--- config.mk ---
export PLATFORM = sky130hd
export DESIGN_NAME = be_word_packer
export DESIGN_NICKNAME = d
export VERILOG_FILES = /design/src/rtl/be_word_packer.sv
export SDC_FILE = /design/constraint.sdc
export NUM_CORES = 1
export LEC_CHECK = 0
export CORE_ASPECT_RATIO = 1.1
export CORE_UTILIZATION = 54
export CTS_BUF_LIST = sky130_fd_sc_hd__clkbuf_2
export DETAILED_ROUTE_END_ITERATION = 10
export PLACE_DENSITY = 0.81
export SLEW_MARGIN = 10
export SYNTH_ARGS = -nofsm -noshare
export SYNTH_HDL_FRONTEND = slang
export SYNTH_SLANG_ARGS = --single-unit
export TNS_END_PERCENT = 5
--- constraint.sdc ---
create_clock -name clk -period 2.45 [get_ports clk]
set_input_delay 0.6125 -clock clk [delete_from_list [all_inputs] [get_ports clk]]
set_output_delay 0.6125 -clock clk [all_outputs]
set_load 0.1 [all_outputs]
--- src/rtl/be_word_packer.sv ---
// Byte-stream to 32-bit word packer: fills byte lanes in order, then writes the word
// with byte enables to a RAM port one cycle after the completing byte is accepted.
module be_word_packer #(
    parameter int ADDR_W = 6
) (
    input  logic              clk,
    input  logic              rst_n,
    input  logic              start,
    input  logic [ADDR_W-1:0] base_addr,
    input  logic [7:0]        in_data,
    input  logic              in_valid,
    input  logic              in_last,
    output logic              in_ready,
    output logic              wr_en,
    output logic [ADDR_W-1:0] wr_addr,
    output logic [31:0]       wr_data,
    output logic [3:0]        wr_be,
    output logic              done,
    output logic [ADDR_W:0]   word_cnt,
    output logic              wrap_err
);

    typedef enum logic {
        IDLE,
        ACTIVE
    } state_t;

    localparam logic [ADDR_W:0] CNT_MAX = {1'b1, {ADDR_W{1'b0}}};

    state_t            state, state_next;
    logic [ADDR_W-1:0] addr_ptr;
    logic [1:0]        lane_ptr;
    logic [31:0]       acc;
    logic [3:0]        acc_be;

    logic              accept;
    logic              complete;
    logic [31:0]       word_next;
    logic [3:0]        be_next;

    // NOTE: every signal driven here gets a default first, so no path can infer a latch.
    always_comb begin
        state_next = state;
        accept     = (state == ACTIVE) && in_valid;
        complete   = accept && ((lane_ptr == 2'd3) || in_last);
        word_next  = acc;
        word_next[{lane_ptr, 3'b000} +: 8] = in_data;
        be_next    = acc_be | (4'b0001 << lane_ptr);

        case (state)
            IDLE:    if (start) state_next = ACTIVE;
            ACTIVE:  if (complete && in_last) state_next = IDLE;
            default: state_next = IDLE;
        endcase
    end

    assign in_ready = (state == ACTIVE);

    // NOTE: sequential state uses non-blocking assignments so every register samples
    // pre-edge values, independent of statement order.
    always_ff @(posedge clk) begin
        if (!rst_n) state <= IDLE;
        else        state <= state_next;
    end

    always_ff @(posedge clk) begin
        if (!rst_n) begin
            addr_ptr <= '0;
            lane_ptr <= '0;
            acc      <= '0;
            acc_be   <= '0;
            word_cnt <= '0;
            wrap_err <= 1'b0;
            wr_en    <= 1'b0;
            wr_addr  <= '0;
            wr_data  <= '0;
            wr_be    <= '0;
            done     <= 1'b0;
        end else begin
            // The write port is a one-cycle strobe; data and enables read zero when idle.
            wr_en   <= 1'b0;
            wr_data <= '0;
            wr_be   <= '0;
            done    <= 1'b0;

            if ((state == IDLE) && start) begin
                addr_ptr <= base_addr;
                lane_ptr <= '0;
                acc      <= '0;
                acc_be   <= '0;
                word_cnt <= '0;
                wrap_err <= 1'b0;
            end else if (accept) begin
                if (complete) begin
                    wr_en    <= 1'b1;
                    wr_addr  <= addr_ptr;
                    wr_data  <= word_next;
                    wr_be    <= be_next;
                    done     <= in_last;
                    // Clearing the lane state on this edge keeps full byte-per-cycle throughput.
                    acc      <= '0;
                    acc_be   <= '0;
                    lane_ptr <= '0;
                    addr_ptr <= addr_ptr + 1'b1;
                    if (addr_ptr == {ADDR_W{1'b1}}) wrap_err <= 1'b1;
                    if (word_cnt != CNT_MAX) word_cnt <= word_cnt + 1'b1;
                end else begin
                    acc      <= word_next;
                    acc_be   <= be_next;
                    lane_ptr <= lane_ptr + 1'b1;
                end
            end
        end
    end

endmodule

Word level (Yosys, flattened, before mapping)

Index checks and enable logic that the tools add are counted.

Muxes and demuxes: 11
Bitwise operators: 6
Shift operators: 3
$add $sub $neg: 4
Reductions and logical operators: 14
Equal/unequal tests: 3

Operator list:

| cell                     | count |
|---|---|
| $bwmux W32               | 1 |
| $mux W32                 | 1 |
| $shift A8 B7 Y32 const A | 1 |
| $shiftx A8 B7 Y32        | 1 |
| $mux W6                  | 3 |
| $reduce_and A3 Y1        | 3 |
| $add A7 B1 Y7 const B    | 1 |
| $ne A7 B7 Y1 const B     | 1 |
| $neg A5 Y7               | 1 |
| $add A6 B1 Y6 const B    | 1 |
| $eq A6 B6 Y1 const B     | 1 |
| $not A1 Y1               | 5 |
| $logic_and A1 B1 Y1      | 4 |
| $mux W4                  | 1 |
| $or A4 B4 Y4             | 1 |
| $reduce_bool A2 Y1       | 2 |
| $reduce_or A4 Y1         | 1 |
| $shl A1 B2 Y4 const A    | 1 |
| $mux W1                  | 3 |
| $reduce_or A3 Y1         | 1 |
| $add A2 B1 Y2 const B    | 1 |
| $eq A2 B2 Y1 const B     | 1 |
| $mux W2                  | 1 |
| $pmux W1 S2              | 1 |
| 3 further kinds          | 3 |

Flip-flop bits (word level): 97
Bits of input ports: 19
Logic and storage cells: 53
Output and inout port bits: 53

Logic depth before layout (Yosys ltp)

Gate-level depths: netlist of run 1.

Depth in word-level cells: 6
Depth in mapped cells: 8
Depth with buffers taken out: 5

Worst setup path after synthesis of run 1

No wires, ideal clock.

Path type: reg2reg
Start: register word_cnt[0]
End: register word_cnt[2]
Setup time: 0.071 ns
Period minus slack after synthesis: 2.133 ns
Path slack: 0.317 ns
Stages on the path, launching flop included: 6
Data arrival time: 2.062 ns
Cells stage by stage: dfxtp_1 > inv_1 > ha_1 > nor4bb_1 > a2111o_1 > a21oi_1

Cells in the longest elaborated chain, start to end: 2
Elaborated cells on any way between the ends: 3
Classes of those cells: add/sub (1); eq/ne (1); reduce/logical (1)

Ends and longest elaborated chain:

| item                                                                  | line | source |
|---|---|---|
| start, declared                                                       | 19   | `output logic [ADDR_W:0] word_cnt,` |
| start signal, assigned                                                | 106  | `if (word_cnt != CNT_MAX) word_cnt <= word_cnt + 1'b1;` |
| parallel branches: the longest is 2 deep, another holds $add A7 B1 Y7 | --   |  |

Several ways; the timed one is not identified.
A chain may end at the register's enable or synchronous reset.

Final worst setup path of run 1

Start: register state (netlist: in_ready)
End: output port in_ready

RTL lines:

| item                   | line | source |
|---|---|---|
| start, declared        | 30   | `state_t state, state_next;` |
| start signal, assigned | 63   | `else state <= state_next;` |
| end, declared          | 13   | `output logic in_ready,` |

No word-level cell between the ends.

==> impl_results.md, run 1 <==
* Outcome: complete, no violations
* Crit-path cells: buf_12
* Max Cap Violations at 0
* Most instantiated cells after synthesis: dfxtp_1 (97), nand2_1 (44), a21oi_1 (41)
* Wirelength per Cell at 15.6 µm
* Global-route wire length before repair at 15.8 mm
* PD cells at 568 nW/µm²
* Worst IR Drop VDD at 323 µV
* GRT Overall Usage at 0.252
* Max Freq at 439 MHz
* Setup TNS after final layout at 0 ps
* CP peak stage delay at 840 ps
* Layout cells sized above 1 at 0.189
* Pins Over Slew Limit at 0
* Initial antenna violation count at 0
* Crit path required time at 1840 ps
* Clock root cell: clkbuf_2
* Die area at 7940 µm²
* Final Util at 0.689
* Final hold violation count at 0
* Clock Sinks at 97
* Setup Crit Path Kind: reg -> out
* CORE AREA at 7170 µm²
* Hpwl dp at 6.54 mm
* Crit path DAT at 1660 ps
* Crit-path max FO at 15
* Post-CTS Hold Fix Bufs at 0
* Row cnt at 32
* Slew @ Worst Pin at 698 ps
* Vias in the first global route at 3,345
* Slew headroom at 0.534
* Leak at 1.87 nW
* Synthesis Warnings at 0
* CTS tree: done
* Clock H-tree levels at 3
* Kind of cell adding the most delay to the critical path: flip-flops
* Fin worst setup slack at 174 ps
* Area leader, netlist: dfxtp_1
* IO buf count at 71
* Skew-Pair Late Insertion Delay at 570 ps
* DRC violations left at 0
* Final wirelength at 9.54 mm
* Largest net degree at the start of global routing at 29
* Layout Skew at 41.1 ps
* Post-synthesis sequential area ratio at 0.474
* Clock tree buffer depth at 2
* Ant diodes at 0
* Library cells used by synthesis at 47
* Area Overhead vs Synth at 20.5%
* Final setup fails at 0
* Mapped cell area at 4100 µm²
* Worst Setup End Kind: primary output
* Final Cycle Share at 0.929
* Top_reg_cell synth: dfxtp_1
* Hold Crit Class: reg -> reg
* Total grt overflow at 0
* Fillers at 587
* CTS Buf Count at 9
* GPL Wtd Cong at 0.808
* Fin Hold WS at 450 ps
* Worst slack at placement at 102 ps
* Drt first pass iters at 5
* FF+latch count, synth at 97
* Ports at 72
* Drt via density at 5.83
* Total number of vias at 3,572
* CP max stage cell: dfxtp_1
* RSZ-0062 raised after global routing: false
* Final net count at 553
* Buf/Inv on CP at 1
* Post-synth EDFFs at 0
* Async S/R FF share, synth at 0
* Die Ht at 93.4 µm
* Count leader, synth: dfxtp_1
* Die width at 85.1 µm
* Synthesized instance count at 460
* Area contributors post-synth: dfxtp_1 (47%), o221ai_1 (6.0%), nand4_1 (5.0%)
* Routed Antenna Nets at 0
* Avg Inst Size Synth at 8.91 µm²
* Crit path time final at 2280 ps
* Initial DRC Count at 335
* CP Launch Type: flop
* Starting Density at 0.572
* CTS clk-pin slew, worst paths at 270 ps
* Top cell type's share of synthesized area at 0.474
* Mapped Nets at 490
[cell families after synthesis]
group / count (synthesis) / synth area share
AND/OR/NAND/NOR: 155 / 0.202
AO/OA/AOI/OAI: 107 / 0.183
flip-flops: 97 / 0.474
buffers and inverters: 80 / 0.0837
adder cells (fa/ha/maj): 11 / 0.0336
multiplexers: 8 / 0.0195
XOR/XNOR: 2 / 0.00428
[where the power goes]
part	switching, W	total (W)	internal, W
clock network	0.000555	0.000903	0.000348
registers	0.0000226	0.00162	0.00160
logic	0.000180	0.000278	0.0000976
total	0.000758	0.00281	0.00205
[final cells by class]
| cell class | count | area [µm²] | share of cell area |
|---|---|---|---|
| timing repair buffer | 92 | 773 | 0.157 |
| clock buffer | 9 | 45.0 | 0.00912 |
| inverter | 40 | 150 | 0.0304 |
| sequential | 97 | 1940 | 0.393 |
| clock inverter | 7 | 101 | 0.0205 |
| multi-input combinational | 283 | 1820 | 0.368 |
| tap | 85 | 106 | 0.0215 |
[cell usage in the layout (no fill, tap or decap), types with 2 or more instances in the layout]
cell and count:
a21boi_1 2, a21oi_1 41, a31oi_1 6, a32oi_1 4, and2_1 2, buf_12 3
buf_4 71, bufinv_16 2, clkbuf_2 9, clkdlybuf4s50_1 18, dfxtp_1 96, ha_1 11
inv_1 40, mux2i_1 8, nand2_1 44, nand2b_1 17, nand3_1 16, nand4_1 33
nor2_1 20, nor2b_1 6, nor4bb_1 3, o21ai_0 11, o221ai_1 28, o311ai_0 2
o31ai_1 2, or3_1 5
[worst paths after layout]
path	from	endpoint	slack, ps	cells past startpoint
max	in_ready$_SDFF_PN0_	in_ready	170	1
min	acc_be[3]$_SDFFE_PP0N_	acc_be[3]$_SDFFE_PP0N_	450	2
max reg2reg	lane_ptr[0]$_SDFFE_PP0N_	acc[23]$_SDFFE_PP0N_	220	6
min reg2reg	acc_be[3]$_SDFFE_PP0N_	acc_be[3]$_SDFFE_PP0N_	450	2
[layer usage]
layer,track usage,share of wire,wire [µm],vias up
li1,-,-,-,1765
met1,0.314,0.44,4160,1674
met2,0.434,0.50,4750,114
met3,0.0424,0.049,465,19
met4,0.102,0.018,167,0
met5,0,0,0,-
[metrics by stage]
stage          total power, W  cells  area, µm²
5_1_grt               0.00291    613       4940
6_report              0.00281    613       4940
3_3_place_gp          0.00192    597       4790
2_1_floorplan         0.00183    460       4100
4_1_cts               0.00282    613       4940
3_5_place_dp          0.00193    597       4790
[sequential cells by signal (all words and copies together), names as in the netlist]
name and cells:
wrap_err 1, lane_ptr 2, wr_data 32, acc 32
addr_ptr 6, acc_be 4, wr_en 1, wr_addr 6
done 1, in_ready 1, word_cnt 7, wr_be 4
[what timing repair did]
action                     CTS  global route
setup endpoints to repair    0             8
buffers inserted             0             0
gates resized for setup      0             1
(Power assumes the default switching activity.)
==> inputs of run 2 (changes only) <==
- CORE_UTILIZATION: 54 -> 35
- PLACE_DENSITY: 0.81 -> default
- SETUP_SLACK_MARGIN: default -> 0.02
==> run 2 against run 1 <==
Sequential share of layout area shrank 0.14 points. Flip-flop and latch count is the same. Final cell count grew 11%. Core utilization shrank 26 points. Design area grew 0.35%. Die area grew 53%. Routed wire length grew 5.7%. Fmax shrank 0.72%. Register-to-register slack gained 60 ps. Worst setup slack lost 17 ps. Largest power group unchanged. Highest routed layer unchanged.
==> impl_results.md, run 2 (synthesis results as in run 1) <==
* Final Cycle Share at 0.936
* Final wirelength at 10.1 mm
* Pins Over Slew Limit at 0
* Final hold violation count at 0
* Starting Density at 0.358
* FF-to-FF Start: lane_ptr[0]$_SDFFE_PP0N_
* Area Overhead vs Synth at 20.9%
* Initial DRC Count at 182
* Ant diodes at 0
* Most frequent cells in the layout: dfxtp_1 (96), buf_4 (74), nand2_1 (44)
* Leak at 1.84 nW
* Clock H-tree levels at 3
* Initial antenna violation count at 0
* Total grt overflow at 0
* Crit path required time at 1840 ps
* DRC violations left at 0
* Clock root cell: clkbuf_2
* Final setup fails at 0
* Worst Setup End Kind: primary output
* Fin Hold WS at 446 ps
* Most common cell after layout, fill and taps aside: dfxtp_1
* Clock Sinks at 97
* Fin worst setup slack at 158 ps
* CP Launch Type: flop
* FF-to-FF path depth at 6
* Crit path DAT at 1680 ps
* Area after DPL at 4850 µm²
* Wirelength per Cell at 14.9 µm
* Post-CTS Hold Fix Bufs at 0
* Outcome: complete, no violations
* Finished Cell Area at 4960 µm²
* Hold Startpoint: acc_be[3]$_SDFFE_PP0N_
* Layout Skew at 42.9 ps
* Clock tree buffer depth at 2
* Die Ht at 115 µm
* Crit path time final at 2290 ps
* Slew headroom at 0.613
* Hold Crit Class: reg -> reg
* CTS tree: done
* Row cnt at 41
* Layout cells sized above 1 at 0.191
* Total number of vias at 3,505
* CTS Buf Count at 9
* Ports at 72
* RSZ-0062 raised after global routing: false
* Hold path cells at 2
* PD cells at 531 nW/µm²
* Crit-path max FO at 10
* CORE AREA at 11,400 µm²
* Max Freq at 436 MHz
* Slew @ Worst Pin at 578 ps
* Die width at 105 µm
* Vias in the first global route at 3,267
* IO buf count at 71
* Largest net degree at the start of global routing at 29
* Routed Antenna Nets at 0
* GPL Wtd Cong at 0.761
* Critical path origin: in_ready$_SDFF_PN0_
* Skew-Pair Late Insertion Delay at 600 ps
* Hpwl dp at 6.87 mm
* Max Cap Violations at 0
* Setup Crit Path Kind: reg -> out
* Drt first pass iters at 4
* Top Registers: acc x32, wr_data x32, word_cnt x7
* Worst slack at placement at 86.7 ps
* GRT Overall Usage at 0.173
* Worst IR Drop VDD at 213 µV
* CTS clk-pin slew, worst paths at 280 ps
* Die area at 12,100 µm²
* Final net count at 554
* Final Util at 0.433
* Setup TNS after final layout at 0 ps
* Global-route wire length before repair at 16.5 mm
* Drt via density at 5.16
[run 2: cell types whose count changed in the layout (fill, tap and decap cells not counted), sizes merged]
cell	before	now
bufinv	2	0
buf	74	75
clkbuf	9	10
inv	42	43
[run 2: power by group]
group,internal [W],leakage (nW),switching [W]
Clock,0.000153,0.0648,0.000574
Combinational,0.0000961,0.993,0.000185
Sequential,0.00160,0.784,0.0000195
[run 2: worst paths after layout]
check	end	slack [ps]
worst max register to register	acc[20]$_SDFFE_PP0N_	280
worst min register to register	acc_be[3]$_SDFFE_PP0N_	450
worst max-delay path	in_ready	160
worst min-delay path	acc_be[3]$_SDFFE_PP0N_	450
[run 2: per-layer routing]
layer / share of wire / vias up / track usage
met5: 0 / - / 0
met4: 0.013 / 0 / 0.0920
met3: 0.051 / 12 / 0.0298
met2: 0.46 / 99 / 0.280
met1: 0.48 / 1632 / 0.223
li1: - / 1762 / -
[run 2: cell type report]
type	instances	area, µm²
inverter	40	150
clock buffer	10	50.0
tap	150	188
sequential	97	1940
multi-input combinational	283	1820
fill	1141	6480
timing repair buffer	93	756
clock inverter	6	50.0
[run 2: critical path: stages (launching register included)]
cell,delay [ps]
dfxtp_1,640
buf_4,250
buf_12,180
[run 2: per-stage QoR]
step / power (W) / instances
global placement: 0.00193 / 663
CTS: 0.00266 / 679
finish: 0.00263 / 679
detailed placement: 0.00193 / 663
floorplan: 0.00183 / 460
global route: 0.00275 / 679
[run 2: what timing repair did]
| action | 4_1_cts | 5_1_grt |
|---|---|---|
| endpoints found under the hold margin | 0 | 0 |
| resized for setup | 0 | 1 |
| endpoints found under the setup margin | 0 | 8 |
| setup buffers | 0 | 0 |
